**src/rtl/bcd_bin_pkg.sv**
```systemverilog
// rtl/bcd_bin_pkg.sv - shared sizes, state type and digit check for the BCD-to-binary converter
package bcd_bin_pkg;

  localparam int NUM_DIGITS = 6;
  localparam int DIGIT_W    = 4;
  localparam int BIN_W      = 20;
  localparam int BCD_W      = NUM_DIGITS * DIGIT_W;

  typedef enum logic [1:0] {
    IDLE  = 2'd0,
    SHIFT = 2'd1,
    DONE  = 2'd2
  } state_t;

  // A BCD digit is legal only in the range 0..9.
  function automatic logic digit_valid(input logic [DIGIT_W-1:0] digit);
    return (digit <= DIGIT_W'(9));
  endfunction

endpackage

```
**src/rtl/bcd_rdd_step.sv**
```systemverilog
// rtl/bcd_rdd_step.sv - one combinational reverse double-dabble iteration
module bcd_rdd_step
  import bcd_bin_pkg::*;
(
  input  logic [BCD_W-1:0] i_digits,
  input  logic [BIN_W-1:0] i_acc,
  output logic [BCD_W-1:0] o_digits,
  output logic [BIN_W-1:0] o_acc
);

  logic [BCD_W-1:0] w_shifted;

  // The units digit LSB falls out of the chain into the accumulator MSB.
  assign o_acc     = {i_digits[0], i_acc[BIN_W-1:1]};
  // Shifting the whole chain moves each digit LSB into the MSB of the digit below.
  assign w_shifted = {1'b0, i_digits[BCD_W-1:1]};

  // Halving a digit that received a borrowed 8 must yield +5, so digits >= 8 lose 3.
  always_comb begin
    o_digits = w_shifted;
    for (int i = 0; i < NUM_DIGITS; i++) begin
      if (w_shifted[i*DIGIT_W +: DIGIT_W] >= DIGIT_W'(8)) begin
        o_digits[i*DIGIT_W +: DIGIT_W] = w_shifted[i*DIGIT_W +: DIGIT_W] - DIGIT_W'(3);
      end
    end
  end

endmodule

```
**src/rtl/bcd_bin_seq_ctrl.sv**
```systemverilog
// rtl/bcd_bin_seq_ctrl.sv - sequential six-digit BCD to 20-bit binary converter
module bcd_bin_seq_ctrl
  import bcd_bin_pkg::*;
#(
  parameter int ITER = 20
) (
  input  logic             clk_i,
  input  logic             rst_i,
  input  logic             start_i,
  input  logic [BCD_W-1:0] bcd_i,
  output logic             busy_o,
  output logic             done_o,
  output logic             err_o,
  output logic [BIN_W-1:0] result_o
);

  localparam int CNT_W = (ITER > 1) ? $clog2(ITER) : 1;

  state_t           r_state;
  logic [CNT_W-1:0] r_cnt;
  logic [BCD_W-1:0] r_digits;
  logic [BIN_W-1:0] r_acc;
  logic [BIN_W-1:0] r_result;
  logic             r_err;

  logic [BCD_W-1:0] w_digits_nxt;
  logic [BIN_W-1:0] w_acc_nxt;
  logic             w_all_valid;
  logic             w_last_iter;

  bcd_rdd_step u_step (
    .i_digits (r_digits),
    .i_acc    (r_acc),
    .o_digits (w_digits_nxt),
    .o_acc    (w_acc_nxt)
  );

  // A request is legal only if every incoming digit is 0..9.
  always_comb begin
    w_all_valid = 1'b1;
    for (int i = 0; i < NUM_DIGITS; i++) begin
      if (!digit_valid(bcd_i[i*DIGIT_W +: DIGIT_W])) begin
        w_all_valid = 1'b0;
      end
    end
  end

  assign w_last_iter = (r_cnt == CNT_W'(ITER - 1));

  // Control FSM plus datapath; result and error only move on entry to DONE.
  always_ff @(posedge clk_i) begin
    if (rst_i) begin
      r_state  <= IDLE;
      r_cnt    <= '0;
      r_digits <= '0;
      r_acc    <= '0;
      r_result <= '0;
      r_err    <= 1'b0;
    end else begin
      case (r_state)
        IDLE: begin
          if (start_i) begin
            if (w_all_valid) begin
              r_digits <= bcd_i;
              r_acc    <= '0;
              r_cnt    <= '0;
              r_state  <= SHIFT;
            end else begin
              r_err    <= 1'b1;
              r_result <= '0;
              r_state  <= DONE;
            end
          end
        end
        SHIFT: begin
          r_digits <= w_digits_nxt;
          r_acc    <= w_acc_nxt;
          r_cnt    <= r_cnt + 1'b1;
          if (w_last_iter) begin
            r_result <= w_acc_nxt;
            r_err    <= 1'b0;
            r_state  <= DONE;
          end
        end
        DONE: begin
          r_state <= IDLE;
        end
        default: begin
          r_state <= IDLE;
        end
      endcase
    end
  end

  assign busy_o   = (r_state != IDLE);
  assign done_o   = (r_state == DONE);
  assign err_o    = r_err;
  assign result_o = r_result;

endmodule

```
**config.mk**
```make
export PLATFORM = sky130hd
export DESIGN_NAME = bcd_bin_seq_ctrl
export DESIGN_NICKNAME = d
export VERILOG_FILES = /design/src/rtl/bcd_bin_pkg.sv /design/src/rtl/bcd_rdd_step.sv /design/src/rtl/bcd_bin_seq_ctrl.sv
export SDC_FILE = /design/constraint.sdc
export NUM_CORES = 1
export LEC_CHECK = 0
export ABC_CLOCK_PERIOD_IN_PS = 2300
export CORE_MARGIN = 2
export CORE_UTILIZATION = 35
export DETAILED_ROUTE_END_ITERATION = 10
export PLACE_DENSITY_LB_ADDON = 0.1
export REMOVE_ABC_BUFFERS = 1
export SLEW_MARGIN = 5
export SYNTH_ARGS = -nofsm -noshare
export SYNTH_HDL_FRONTEND = slang
export SYNTH_SLANG_ARGS = --single-unit
```
**constraint.sdc**
```tcl
create_clock -name clk_i -period 2.3 [get_ports clk_i]
set_input_delay 0.46 -clock clk_i [delete_from_list [all_inputs] [get_ports clk_i]]
set_output_delay 0.46 -clock clk_i [all_outputs]
set_load 0.01 [all_outputs]
```
==> results of run 1 <==
-- final cells by class --
class	count	area share [%]
sequential	71	34.7
clock buffer	11	3.69
clock inverter	5	2.53
timing repair buffer	66	16.5
inverter	11	1.01
multi-input combinational	255	38.3
tap	108	3.30
-- cell families after synthesis --
logic type,after synthesis,share of synthesized area (%)
multiplexers,3,0.950
flip-flops,71,45.0
AO/OA/AOI/OAI,113,25.5
AND/OR/NAND/NOR,118,15.8
buffers and inverters,39,5.58
adder cells (fa/ha/maj),11,4.35
XOR/XNOR,10,2.77
-- critical path, stage by stage, from the launching register on --
cell and delay [ps]:
dfxtp_1 500, nor2b_1 180, clkdlybuf4s50_1 540
-- per-stage QoR --
| stage | cell area, µm² | util, % | total power (µW) | worst slack, ps |
|---|---|---|---|---|
| 2_1_floorplan | 3030 | - | 1380 | -1300 |
| 3_3_place_gp | 3840 | 44.1 | 1520 | 1.06 |
| 3_5_place_dp | 3840 | 44.1 | 1520 | 22.4 |
| 4_1_cts | 4100 | 47.0 | 2780 | 261 |
| 5_1_grt | 4100 | 47.0 | 2840 | 188 |
| 6_report | 4100 | 47.0 | 2740 | 292 |
-- cells in the mapped netlist (all sizes together) --
| cell | instances | share of area, % |
|---|---|---|
| nand3b | 1 | 0.24 |
| nor4 | 1 | 0.20 |
| a22oi | 40 | 9.5 |
| nor2b | 7 | 1.4 |
| o211ai | 20 | 4.8 |
| a31oi | 2 | 0.40 |
| and4 | 1 | 0.28 |
| xnor2 | 10 | 2.8 |
| o21ai | 9 | 1.4 |
| o21a | 2 | 0.47 |
| a211oi | 5 | 1.2 |
| mux2i | 3 | 0.95 |
| buf | 16 | 2.9 |
| or3 | 2 | 0.40 |
| o21bai | 1 | 0.59 |
| a211o | 1 | 0.28 |
| o31ai | 1 | 0.24 |
| clkbuf | 12 | 1.4 |
| nor2 | 50 | 5.9 |
| nand2 | 48 | 5.7 |
| a21oi | 23 | 4.0 |
| nand3 | 3 | 0.47 |
| nor3 | 3 | 0.83 |
| o21ba | 1 | 0.32 |
| a21o | 2 | 0.71 |
| nand2b | 1 | 0.20 |
| inv | 11 | 1.3 |
| dfxtp | 71 | 45 |
| ha | 11 | 4.4 |
| or2 | 1 | 0.20 |
| a311oi | 6 | 1.7 |
-- flip-flops by register name (all words and copies together) (netlist names) --
signal    cells
r_state       2
result_o     20
r_digits     24
r_acc        19
err_o         1
r_cnt         5
-- routing by layer --
layer | GRT usage [%] | vias to the layer above | wire length, µm
met5 | 0 | - | 0
met4 | 5.69 | 0 | 105
met3 | 3.05 | 9 | 373
met2 | 25.2 | 62 | 3350
met1 | 21.6 | 1285 | 3700
li1 | - | 1386 | -
-- where the power goes --
group          switching, µW  internal [µW]
Clock                    472            780
Combinational            114            113
Sequential              17.0           1250
-- path summary, 6_finish.rpt --
kind | end | slack, ps | depth (start not counted)
setup reg to reg | r_cnt[2] | 570 | 6
hold / removal | err_o | 460 | 2
hold reg to reg | err_o | 460 | 2
setup / recovery | done_o | 290 | 2
==> flow_summary_export.csv, run 1 <==
group,metric,value,unit
routing,viasPerCell,5.20,
place,dp.cells,511,
grt,grt-ovfl-total,0,
floorplan,rows,34,
grt,grt_pass1_wl,12800,µm
routing,drt.antenna.violating_nets,0,
logic_synthesis,yosys_warnings,0,
cts,cts_tree,"yes",
timing,slew_headroom,59.3,%
timing,tightestPinTransition,610,ps
timing,min_period_over_period,87.3,%
routing,drt_iter0_markers,80,
layout,fin_nets,452,
worst_setup_path,crit_fanout,8,
cts,clkLatencyLatePin,340,ps
logic_synthesis,ys_seq_area_share,45.0,%
layout,most-common-layout-cells,"71 x dfxtp_1, 50 x nor2_1, 48 x nand2_1, 48 x clkdlybuf4s50_1, 40 x a22oi_1",
worst_setup_path,startpoint_type,"register",
job,maxCapViolations,0,
logic_synthesis,synth_cell_types,37,
cts,cts_resized,0,
floorplan,core_area,0.00872,mm²
run_status,status,"complete, no violations",
timing,setup_violations,0,
grt,antenna_found_initial,0,
layout,stdcell_count,527,
floorplan,dieArea,0.00981,mm²
cts,cts-buffers-inserted,9,
pwr,vdd_drop_max,0.338,mV
routing,wl_per_cell,14.3,µm
routing,vias,2742,
worst_setup_path,path_class,"reg2out",
timing,grt_setup_unrepaired,"no",
layout,nFillCells,859,
cts,postCtsSetupBuffers,0,
cts,clock_sinks,71,
timing,final_max_slew_viol_count,0,
cts,cts.clk_slew.worst_paths,70,ps
worst_setup_path,crit_start,"r_state[1]",
timing,fmax,498,MHz
worst_setup_path,arrival,1550,ps
min_path,holdCritStartpoint,"err_o",
timing,hold_violations,0,
cts,root_buffer,"clkbuf_8",
layout,regArea,0.00142,mm²
grt,grt_pass1_vias,2736,
timing,hold_ws,459,ps
pwr,p_leak,0.00142,µW
logic_synthesis,synth_cells,365,
floorplan,die_w,99.0,µm
layout,n_antenna_cell,0,
min_path,min_path_type,"reg2reg",
worst_setup_path,rr_startpoint,"r_state[0]",
logic_synthesis,mappedNetlistArea,0.00316,mm²
worst_setup_path,required,1840,ps
floorplan,die_h,99.0,µm
worst_setup_path,end_kind,"primary output",
routing,wl,7540,µm
routing,drtPass1Iterations,4,
logic_synthesis,syn_area_per_cell,8.66,µm²
place,hpwl,4990,µm
layout,final_common_cell,"dfxtp_1",
place,io_buffers,49,
grt,track_usage,15.9,%
layout,multiInputGateArea,0.00157,mm²
cts,ctsHtreeMaxLevel,3,
layout,area_delta_synth_final,29.7,%
place,gp_congestion,0.767,
pwr,power.density,669,mW/mm²
cts,cts_buffer_depth,2,
grt,grt_max_degree,33,
floorplan,io_pins,50,
floorplan,initial_utilization,36.2,%
layout,drive_gt1_share,9.79,%
timing,finalSetupTns,0,ps
timing,finalCriticalPeriod,2010,ps
timing,finClkSkew,6.89,ps
cts,cts_hold_buffers,0,
logic_synthesis,synth_seq_cells,71,
routing,drc,0,
(Power assumes the default switching activity.)
==> run 2: changes to the inputs <==
ABC_AREA = 0   (was unset)
MAX_ROUTING_LAYER = met4   (was unset)
==> run 2 against run 1 <==
  * First-iteration DRC count up 15%
  * Final cell count unchanged
  * Global-route usage up 0.47 points
  * Core utilization unchanged
  * Die area unchanged
  * Setup slack better by 0.64 ps
  * Combinational power about the same
  * Fmax about the same
  * Routed wire length up 0.23%
  * Clock-buffer cell count unchanged
  * Non-clock buffer count unchanged
  * Critical path type unchanged
  * Highest routed layer unchanged
==> flow_summary_export.csv, run 2 (same netlist as run 1, synthesis figures left out) <==
group,metric,value,unit
timing,fmax,498,MHz
grt,antenna_found_initial,0,
routing,drc,0,
routing,drt_iter0_markers,92,
grt,grt-ovfl-total,0,
cts,postCtsSetupBuffers,0,
cts,cts_resized,0,
grt,grt_max_degree,33,
pwr,p_total,2740,µW
routing,drt.antenna.violating_nets,0,
grt,grt_pass1_vias,2735,
worst_setup_path,crit_fanout,8,
layout,fin_nets,452,
layout,nFillCells,859,
pwr,p_leak,0.00142,µW
timing,final_max_slew_viol_count,0,
place,dp.cells,511,
worst_setup_path,cpPeakStageDelay,540,ps
grt,grt_pass1_wl,12800,µm
routing,drtPass1Iterations,5,
floorplan,die_w,99.0,µm
routing,vias,2741,
worst_setup_path,cp_cell_sequence,"nor2b_1 -> clkdlybuf4s50_1",
floorplan,io_pins,50,
cts,cts-buffers-inserted,9,
cts,ctsHtreeMaxLevel,3,
run_status,status,"complete, no violations",
timing,hold_violations,0,
layout,largest_register_ffs,24,
timing,finalCriticalPeriod,2010,ps
routing,viasPerCell,5.20,
layout,most-common-layout-cells,"71 x dfxtp_1, 50 x nor2_1, 48 x nand2_1, 48 x clkdlybuf4s50_1, 40 x a22oi_1",
timing,hold_ws,461,ps
worst_setup_path,arrival,1550,ps
worst_setup_path,end_kind,"primary output",
worst_setup_path,path_class,"reg2out",
cts,clock_sinks,71,
floorplan,initial_utilization,36.2,%
layout,regArea,0.00142,mm²
timing,finalSetupTns,0,ps
floorplan,dieArea,0.00981,mm²
place,gp_congestion,0.777,
pwr,power.density,669,mW/mm²
worst_setup_path,cp_slowest_cell,"clkdlybuf4s50_1",
worst_setup_path,required,1840,ps
layout,final_common_cell,"dfxtp_1",
place,io_buffers,49,
worst_setup_path,path_delay_family,"buffers and inverters",
timing,finClkSkew,7.26,ps
layout,multiInputGateArea,0.00157,mm²
timing,slew_headroom,59.3,%
pwr,vdd_drop_max,0.338,mV
worst_setup_path,reg2reg_slack,570,ps
floorplan,core_area,0.00872,mm²
grt,track_usage,16.4,%
layout,n_antenna_cell,0,
worst_setup_path,startpoint_type,"register",
cts,cts_hold_buffers,0,
layout,drive_gt1_share,9.79,%
job,maxCapViolations,0,
place,hpwl,4990,µm
layout,largest-register,"r_digits",
cts,clkLatencyLatePin,340,ps
layout,area_delta_synth_final,29.7,%
routing,wl_per_cell,14.3,µm
cts,cts_tree,"yes",
cts,root_buffer,"clkbuf_8",
min_path,min_path_type,"reg2reg",
layout,stdcell_count,527,
timing,grt_setup_unrepaired,"no",
floorplan,rows,34,
timing,setup_violations,0,
timing,tightestPinTransition,610,ps
floorplan,die_h,99.0,µm
layout,final_util,47.0,%
cts,cts.clk_slew.worst_paths,70,ps
routing,wl,7550,µm
timing,min_period_over_period,87.3,%
cts,cts_buffer_depth,2,
worst_setup_path,cp.buffers_inverters,1,
[run 2: cell counts in the layout (fill, tap and decap cells not counted)]
Identical to the previous run, type by type.
[run 2: worst paths after layout]
check,startpoint,to,depth (start not counted)
worst min-delay path,err_o,err_o,2
worst max register to register,r_state[0],r_cnt[2],6
worst max-delay path,r_state[1],done_o,2
worst min register to register,err_o,err_o,2
[run 2: power breakdown]
group	switching, µW	internal, µW
registers	17.0	1250
clock network	472	780
logic	114	113
total	602	2140
[run 2: metal layers]
layer / vias up / routed length [µm] / track usage, %
met2: 52 / 3370 / 25.1
li1: 1385 / - / -
met1: 1296 / 3760 / 21.7
met5: - / 0 / -
met4: 0 / 78 / 5.69
met3: 8 / 338 / 2.98
[run 2: layout make-up]
| class | instances | area share, % |
|---|---|---|
| clock buffers | 11 | 3.69 |
| clock inverters | 5 | 2.53 |
| inverters | 11 | 1.01 |
| multi-input cells | 255 | 38.3 |
| flip-flops and latches | 71 | 34.7 |
| well taps | 108 | 3.30 |
| repair buffers | 66 | 16.5 |
[run 2: per-stage QoR]
stage | area (µm²) | worst slack (ps)
after floorplan | 3030 | -1300
after global placement | 3840 | 1.06
after detailed placement | 3840 | 22.4
after CTS | 4100 | 261
after global routing | 4100 | 188
final | 4100 | 293
[run 2: worst min-delay path, cell delays in order, from the launching register on]
cell	delay, ps
dfxtp_1	310
inv_1	50
a211oi_1	50
==> run 3: changes to the inputs <==
GPL_ROUTABILITY_DRIVEN = 0   (was unset)
==> results of run 3 <==
No change in the layout: final DEF, timing and power equal those of run 2.
